## src/rtl/pixel_unpack_pkg.sv

```systemverilog
// Shared types, mode constants and pixel-selection helpers for the pixel word unpacker.
package pixel_unpack_pkg;

    typedef enum logic {EMPTY = 1'b0, FULL = 1'b1} state_t;

    localparam logic MODE_PAR = 1'b0;
    localparam logic MODE_SER = 1'b1;

    // Upper bound on word width the generic helper can carry.
    localparam int MAX_WORD_W = 512;

    function automatic int idx_w(input int lanes);
        return (lanes > 1) ? $clog2(lanes) : 1;
    endfunction

    // Pixel k of a word; msb_first maps pixel 0 to the top lane.
    function automatic logic [MAX_WORD_W-1:0] pix_sel(input logic [MAX_WORD_W-1:0] word,
                                                      input int k, input int pix_w,
                                                      input int lanes, input logic msb_first);
        int lane;
        lane = msb_first ? (lanes - 1 - k) : k;
        return (word >> (lane * pix_w)) & ({MAX_WORD_W{1'b1}} >> (MAX_WORD_W - pix_w));
    endfunction

endpackage

```

## src/rtl/pixel_word_unpacker_if.sv

```systemverilog
// Word-in / pixel-out handshake bundle for the pixel word unpacker.
interface pixel_word_unpacker_if
    import pixel_unpack_pkg::*;
#(
    parameter int WORD_W = 32,
    parameter int PIX_W  = 8
);
    localparam int LANES = WORD_W / PIX_W;
    localparam int IDX_W = idx_w(LANES);

    logic              mode;
    logic              msb_first;
    logic              in_valid;
    logic [WORD_W-1:0] in_data;
    logic              in_ready;
    logic              out_valid;
    logic [WORD_W-1:0] out_data;
    logic [IDX_W-1:0]  out_idx;
    logic              out_last;
    logic              out_ready;

    modport master (
        output mode, msb_first, in_valid, in_data, out_ready,
        input  in_ready, out_valid, out_data, out_idx, out_last
    );

    modport slave (
        input  mode, msb_first, in_valid, in_data, out_ready,
        output in_ready, out_valid, out_data, out_idx, out_last
    );
endinterface

```

## src/rtl/pixel_lane_mux.sv

```systemverilog
// Combinational selector: picks pixel idx out of a packed word with lane order applied.
module pixel_lane_mux #(
    parameter int WORD_W = 32,
    parameter int PIX_W  = 8,
    parameter int IDX_W  = 2
) (
    input  logic [WORD_W-1:0] word,
    input  logic [IDX_W-1:0]  idx,
    input  logic              msb_first,
    output logic [PIX_W-1:0]  pix
);
    localparam int LANES = WORD_W / PIX_W;

    int lane;

    always_comb begin
        lane = msb_first ? (LANES - 1 - int'(idx)) : int'(idx);
        pix  = '0;
        for (int k = 0; k < LANES; k++) begin
            if (lane == k) pix = word[k*PIX_W +: PIX_W];
        end
    end
endmodule

```

## src/rtl/pixel_word_unpacker.sv

```systemverilog
// Unpacks BRAM words into pixels, either all lanes in one beat or one pixel per beat.
module pixel_word_unpacker
    import pixel_unpack_pkg::*;
#(
    parameter int WORD_W = 32,
    parameter int PIX_W  = 8
) (
    input  logic                  clk,
    input  logic                  rst_n,
    pixel_word_unpacker_if.slave  bus
);
    localparam int LANES = WORD_W / PIX_W;
    localparam int IDX_W = idx_w(LANES);
    localparam logic [IDX_W-1:0] LAST_IDX = IDX_W'(LANES - 1);

    state_t            state;
    logic [WORD_W-1:0] word_q;
    logic              mode_q;
    logic              order_q;
    logic [IDX_W-1:0]  idx_q;

    logic              last;
    logic              accept;
    logic              beat;
    logic [WORD_W-1:0] par_word;
    logic [PIX_W-1:0]  ser_pix;

    assign last   = (state == FULL) && ((mode_q == MODE_PAR) || (idx_q == LAST_IDX));
    // Ready passes through on the final beat so back-to-back words have no bubble.
    assign bus.in_ready = rst_n && ((state == EMPTY) || (bus.out_ready && last));
    assign accept = bus.in_valid && bus.in_ready;
    assign beat   = bus.out_valid && bus.out_ready;

    for (genvar i = 0; i < LANES; i++) begin : g_par
        assign par_word[i*PIX_W +: PIX_W] =
            PIX_W'(pix_sel(MAX_WORD_W'(word_q), i, PIX_W, LANES, order_q));
    end

    pixel_lane_mux #(
        .WORD_W (WORD_W),
        .PIX_W  (PIX_W),
        .IDX_W  (IDX_W)
    ) u_lane_mux (
        .word      (word_q),
        .idx       (idx_q),
        .msb_first (order_q),
        .pix       (ser_pix)
    );

    always_ff @(posedge clk or negedge rst_n) begin
        if (!rst_n) begin
            state   <= EMPTY;
            word_q  <= '0;
            mode_q  <= MODE_PAR;
            order_q <= 1'b0;
            idx_q   <= '0;
        end else if (accept) begin
            state   <= FULL;
            word_q  <= bus.in_data;
            mode_q  <= bus.mode;
            order_q <= bus.msb_first;
            idx_q   <= '0;
        end else if (beat) begin
            if (last) state <= EMPTY;
            else      idx_q <= idx_q + 1'b1;
        end
    end

    assign bus.out_valid = (state == FULL);
    assign bus.out_last  = last;
    assign bus.out_idx   = ((state == FULL) && (mode_q == MODE_SER)) ? idx_q : '0;
    assign bus.out_data  = (state != FULL)     ? '0 :
                           (mode_q == MODE_SER) ? WORD_W'(ser_pix) : par_word;
endmodule

```

## src/flat_wrapper.sv

```systemverilog
// flat-port wrapper written by rule: the top's interface ports become plain ports
module pixel_word_unpacker_flat import pixel_unpack_pkg::*;
#(
    parameter int WORD_W = 32,
    parameter int PIX_W  = 8
)
  (clk, rst_n, bus_mode, bus_msb_first, bus_in_valid, bus_in_data, bus_out_ready, bus_in_ready, bus_out_valid, bus_out_data, bus_out_idx, bus_out_last);
  pixel_word_unpacker_if #(.WORD_W(WORD_W), .PIX_W(PIX_W)) bus_i ();
  input  logic clk;
  input  logic rst_n;
  input wire logic [$bits(bus_i.mode)-1:0] bus_mode;
  input wire logic [$bits(bus_i.msb_first)-1:0] bus_msb_first;
  input wire logic [$bits(bus_i.in_valid)-1:0] bus_in_valid;
  input wire logic [$bits(bus_i.in_data)-1:0] bus_in_data;
  input wire logic [$bits(bus_i.out_ready)-1:0] bus_out_ready;
  output wire logic [$bits(bus_i.in_ready)-1:0] bus_in_ready;
  output wire logic [$bits(bus_i.out_valid)-1:0] bus_out_valid;
  output wire logic [$bits(bus_i.out_data)-1:0] bus_out_data;
  output wire logic [$bits(bus_i.out_idx)-1:0] bus_out_idx;
  output wire logic [$bits(bus_i.out_last)-1:0] bus_out_last;
  assign bus_i.mode = bus_mode;
  assign bus_i.msb_first = bus_msb_first;
  assign bus_i.in_valid = bus_in_valid;
  assign bus_i.in_data = bus_in_data;
  assign bus_i.out_ready = bus_out_ready;
  assign bus_in_ready = bus_i.in_ready;
  assign bus_out_valid = bus_i.out_valid;
  assign bus_out_data = bus_i.out_data;
  assign bus_out_idx = bus_i.out_idx;
  assign bus_out_last = bus_i.out_last;
  pixel_word_unpacker #(.WORD_W(WORD_W), .PIX_W(PIX_W)) u_core (.clk(clk), .rst_n(rst_n), .bus(bus_i));
endmodule
```

## config.mk

```make
export PLATFORM = sky130hd
export DESIGN_NAME = pixel_word_unpacker_flat
export DESIGN_NICKNAME = d
export VERILOG_FILES = /design/src/rtl/pixel_unpack_pkg.sv /design/src/rtl/pixel_word_unpacker_if.sv /design/src/rtl/pixel_lane_mux.sv /design/src/rtl/pixel_word_unpacker.sv /design/src/flat_wrapper.sv
export SDC_FILE = /design/constraint.sdc
export NUM_CORES = 1
export LEC_CHECK = 0
export CAP_MARGIN = 30
export CORE_ASPECT_RATIO = 1.5
export CORE_UTILIZATION = 52
export CTS_BUF_LIST = sky130_fd_sc_hd__clkbuf_16
export CTS_CLUSTER_SIZE = 24
export DETAILED_ROUTE_END_ITERATION = 12
export HOLD_SLACK_MARGIN = 0.1
export PLACE_DENSITY = 0.95
export SYNTH_ARGS = -nofsm -noshare
export SYNTH_HDL_FRONTEND = slang
export SYNTH_SLANG_ARGS = --single-unit
```

## constraint.sdc

```tcl
create_clock -name clk -period 3.71 [get_ports clk]
set_clock_uncertainty 0.1 [all_clocks]
set_input_delay 0.9275 -clock clk [delete_from_list [all_inputs] [get_ports clk]]
set_output_delay 0.9275 -clock clk [all_outputs]
set_load 0.005 [all_outputs]
```

Word level (Yosys, flattened, before mapping). Index checks and enable logic that the tools add are counted.

Register bits after elaboration: 37. Latch bits: 0. Bits in writable memories: 0. ROM bits: 0. Bits of input ports: 38. Output and inout port bits: 37. Logic and storage cells: 49. Memories kept: 0.

Add/sub/neg operators: 2. $mul: 0. Divide/modulo/power cells: 0. Magnitude comparators: 0. Eq/ne operators: 5. Shift operators: 4. Multiplexer cells: 18. Bitwise operators: 2. Reduce and logical (&&, ||, !) cells: 13.

Operators with widths (count): right shift 32 x 32 -> 8 bit (4); two-way mux 32 bit (3); equality test 32 x 3 -> 1 bit (second input constant) (2); equality test 32 x 2 -> 1 bit (second input constant) (1); zero test 32 bit (1); two-way mux 8 bit (4); two-way mux 2 bit (8); logical AND 1 bit (6); AND reduction 2 bit (2); nonzero test 2 bit (2); two-way mux 1 bit (3); subtractor 2 x 2 -> 3 bit (first input constant) (1); adder 2 x 1 -> 2 bit (second input constant) (1); equality test 2 bit (second input constant) (1); logical OR 1 bit (2); inequality test 2 bit (second input constant) (1); inverter 1 bit (2).

Longest topological paths before layout.
Word-level depth: 9. Depth in mapped cells: 7. Depth with buffers taken out: 5.

By module. A second synthesis with hierarchy kept.

Cells, all modules: 198. Area, all modules: 2333.5 sq um.

By module, submodules not included: pixel_word_unpacker (instances 1, cells an instance 188, area an instance 2079.5 sq um, seq. area each 925.9 sq um); pixel_lane_mux (instances 1, cells an instance 10, area an instance 254.0 sq um, seq. area each 0.0 sq um).

Worst setup path after synthesis. No wires, ideal clock.

Path kind: reg2out. Start point: reg u_core.order_q. End point: out bus_out_data[1]. Data arrival time: 1453 ps. Data required time: 2683 ps. Slack: 1230 ps. Cell stages (with the launch flop): 7. Path buffers: 2. Cell sequence: dfrtp_1 buf_6 buf_4 and3b_1 a221oi_1 o221ai_1 and3_1.

Cells in the longest elaborated chain, start to end: 8. Elaborated cells between the ends (all ways): 13. Classes of those cells: eq/ne: 3; shift: 1; mux: 8; reduce/logical: 1.

Ends and longest elaborated chain: start: declaration (line pixel_word_unpacker.sv:19) `logic order_q;`; start signal: assignment (line pixel_word_unpacker.sv:61) `order_q <= bus.msb_first;`; two-way mux 32 bit (line pixel_lane_mux.sv:17) `lane = msb_first ? (LANES - 1 - int'(idx)) : int'(idx);`; zero test 32 bit (line pixel_lane_mux.sv:20) `if (lane == k) pix = word[k*PIX_W +: PIX_W];`; two-way mux 8 bit (4 in a row) (line pixel_lane_mux.sv:20); two-way mux 32 bit (*) (line pixel_word_unpacker.sv:73) `(mode_q == MODE_SER) ? WORD_W'(ser_pix) : par_word;`; two-way mux 32 bit (*) (line pixel_word_unpacker.sv:72) `assign bus.out_data = (state != FULL) ? '0 :`; end: declaration (line flat_wrapper.sv:18) `output wire logic [$bits(bus_i.out_data)-1:0] bus_out_data;`.

Every way passes the cells marked *; elsewhere a longest branch is shown, timed or not.

Worst setup path after layout.
Start point: reg u_core.idx_q[0]. End point: out bus_out_data[4].

Cells in the longest elaborated chain, start to end: 9. Elaborated cells between the ends (all ways): 12. Classes of those cells: add/sub: 1; eq/ne: 3; mux: 7; reduce/logical: 1.

Ends and longest elaborated chain: start: declaration (line pixel_word_unpacker.sv:20) `logic [IDX_W-1:0] idx_q;`; start signal: assignment (line pixel_word_unpacker.sv:65) `else idx_q <= idx_q + 1'b1;`; subtractor 2 x 2 -> 3 bit (line pixel_lane_mux.sv:17); two-way mux 32 bit (*) (line pixel_lane_mux.sv:17); zero test 32 bit (line pixel_lane_mux.sv:20); two-way mux 8 bit (3 in a row) (line pixel_lane_mux.sv:20); two-way mux 8 bit (*) (line pixel_lane_mux.sv:20); two-way mux 32 bit (*) (line pixel_word_unpacker.sv:73); two-way mux 32 bit (*) (line pixel_word_unpacker.sv:72).

Marked as above.

==> results.sh <==
export IMPL_status="completed"
export IMPL_area_delta_synth_final_pct=36.1
export IMPL_root_buffer="clkbuf_16"
export IMPL_syn_cell_area_mm2=0.00260
export IMPL_drtPass1Iterations=4
export IMPL_p_sw_w=0.00119
export IMPL_drt_total_wl_mm=6.83
export IMPL_num_antenna_cells=0
export IMPL_grt_overflow_total=0
export IMPL_setup_viol=0
export IMPL_cts_sinks=37
export IMPL_ant_nets=0
export IMPL_cp_data_arrival_time_ns=2.56
export IMPL_insertion_delay_ns=0.28
export IMPL_powerDensity_mw_per_mm2=895
export IMPL_port_buffer_count=74
export IMPL_io_pins=75
export IMPL_hold_path_class="reg2reg"
export IMPL_dpl_cell_area_mm2=0.00337
export IMPL_die_y_um=88.6
export IMPL_fin_tns_setup_ns=0
export IMPL_p_leak_nw=1.52
export IMPL_dieArea_mm2=0.00529
export IMPL_path_max_fanout=17
export IMPL_hold_viol_final=0
export IMPL_num_vias=2138
export IMPL_routabilityCongestion=0.818
export IMPL_drt_iter0_markers=105
export IMPL_dieWidth_um=59.7
export IMPL_relSlewSlack=0.600
export IMPL_criticalPathCategory="reg2out"
export IMPL_post_cts_buffers=0
export IMPL_grt_antenna_before_repair=0
export IMPL_worst_setup_path_end_kind="primary output"
export IMPL_crit_required_ns=2.68
export IMPL_p_int_w=0.00198
export IMPL_cts_clk_slew_worst_paths_ns=0.05
export IMPL_timing_fmax_mhz=279
export IMPL_finalCritPeriodShare=0.968
export IMPL_netlist_area_leader_share=0.356
export IMPL_grt_pass1_wl_mm=10.8
export IMPL_rows=31
export IMPL_share_seq_of_total_power=0.300
export IMPL_p_clk_frac=0.152
export IMPL_routedWlPerCell_um=18.6
export IMPL_syn_num_nets=268
export IMPL_fin_cells=368
export IMPL_synth_distinct_cells=29
export IMPL_vias_per_cell=5.81
export IMPL_dp_cells=360
export IMPL_grt_pass1_vias=2234
export IMPL_nFillCells=336
export IMPL_ir_drop_v=0.000638
export IMPL_drc=0
export IMPL_synth_cells=229
export IMPL_pwr_share_comb=0.548
export IMPL_final_area_mm2=0.00354
export IMPL_synth_seq_area_share=0.356
export IMPL_initial_utilization=0.540
export IMPL_grt_usage=0.272
export IMPL_yosys_top_cells_area="dfrtp_1 (36%), mux2_4 (16%), mux2i_1 (12%), mux2_2 (8.2%), nor2_1 (4.0%)"
export IMPL_hpwl_mm=4.76
export IMPL_rsz0062_at_grt="false"
export IMPL_grt_max_degree=39
export IMPL_finalCriticalPeriod_ns=3.59
export IMPL_maxCapViolCount=0
export IMPL_yosysWarnings=0
export IMPL_cts_htree_levels=2
export IMPL_synth_seq_cells=37
export IMPL_yosysTopAreaCell="dfrtp_1"
export IMPL_cts_buffer_depth=2
export IMPL_cts_tree="done"
export IMPL_nets=340
export IMPL_cts_made_buffers=5
export IMPL_worst_pin_slew_ns=0.599
export IMPL_avgSynthCellArea_um2=11.3
export IMPL_drv_slew=0
export IMPL_start_kind="flop"
export IMPL_switching_share=0.375
export IMPL_core_area_mm2=0.00481
export IMPL_drive_gt1_frac=0.232
state kept, by name (all words and copies together) (netlist names):
signal                flops
u_core.bus.out_valid      1
u_core.idx_q              2
u_core.order_q            1
u_core.mode_q             1
u_core.word_q            32
through the flow:
stage	util	setup slack, ns	power [W]	hold slack, ns
5_1_grt	0.735	0.0114	0.00334	0.500
6_report	0.735	0.120	0.00316	0.480
3_5_place_dp	0.700	0.389	0.00264	0.466
2_1_floorplan	-	1.23	0.00199	0.422
4_1_cts	0.735	0.118	0.00315	0.481
3_3_place_gp	0.700	0.445	0.00257	0.454
timing repair:
action / 4_1_cts / 5_1_grt
hold buffers: 0 / 0
setup endpoints to repair: 0 / 3
resized for setup: 0 / 1
worst max-delay path: stages, from the launching register on:
cell             delay, ns
dfrtp_1               0.72
nor2b_1               0.55
a221oi_1              0.19
o221ai_1              0.11
and3_1                0.20
clkdlybuf4s50_1       0.50
cell type report:
type	count	area, um^2	share of cell area
clock inverter	3	41.3	0.0117
inverter	3	11.3	0.00318
clock buffer	5	125	0.0354
timing repair buffer	83	816	0.231
multi-input combinational	171	1530	0.433
tap	66	82.6	0.0234
sequential	37	930	0.263
worst paths after layout:
check | start | end | slack, ns | depth (start not counted)
max | u_core.idx_q[0] | bus_out_data[4] | 0.12 | 5
min | u_core.word_q[23] | u_core.word_q[23] | 0.48 | 1
max reg2reg | u_core.idx_q[1] | u_core.word_q[22] | 0.80 | 7
min reg2reg | u_core.word_q[23] | u_core.word_q[23] | 0.48 | 1
max in group asynchronous | rst_n | u_core.order_q | 2.47 | 2
min in group asynchronous | rst_n | u_core.word_q[17] | 0.68 | 2
cells by family after synthesis:
logic type / synth area share
buf+inv: 0.0554
mux: 0.393
flops: 0.356
fa+ha+maj: 0.00481
compound gates: 0.0833
simple gates: 0.104
xor+xnor: 0.00337
per-layer routing:
layer	vias up	share of wire	track usage
li1	986	-	-
met2	90	0.54	0.473
met1	1045	0.39	0.329
met5	-	0	0
met4	0	0.028	0.123
met3	17	0.041	0.0365
power groups by stage:
stage,sequential (W),combinational [W],clock (W)
final,0.000949,0.00173,0.000481
after floorplan,0.000772,0.00121,0
after CTS,0.000931,0.00173,0.000484
after global placement,0.000908,0.00166,0
after global routing,0.000979,0.00186,0.000502
after detailed placement,0.000934,0.00171,0
synthesized netlist by cell type, drive strengths merged:
library cell,instances
mux2,47
xor2,1
nor2b,2
nand2,7
o2111ai,1
o21ai,4
a22oi,7
mux2i,32
dfrtp,37
nand3,3
o311ai,1
o221ai,5
nand2b,5
ha,1
mux4,3
clkbuf,6
inv,3
nor2,28
and2b,1
and2,2
buf,12
a221oi,5
a21oi,7
and3,8
and3b,1
layout by cell type (no fill, tap or decap), types with 2 or more instances in the layout:
cell              n
and2_1            2
mux2_4           28
a22oi_1           7
nor2b_1           2
nand3_1           3
clkbuf_16         5
a221oi_1          5
mux2i_1          32
mux4_2            3
o221ai_1          5
inv_1             3
nor2_1           28
and3_1            7
buf_4             8
nand2_1           7
dfrtp_1          36
clkdlybuf4s50_1  73
a21oi_1           7
mux2_2           19
nand2b_1          5
o21ai_0           3
(Power assumes the default switching activity.)
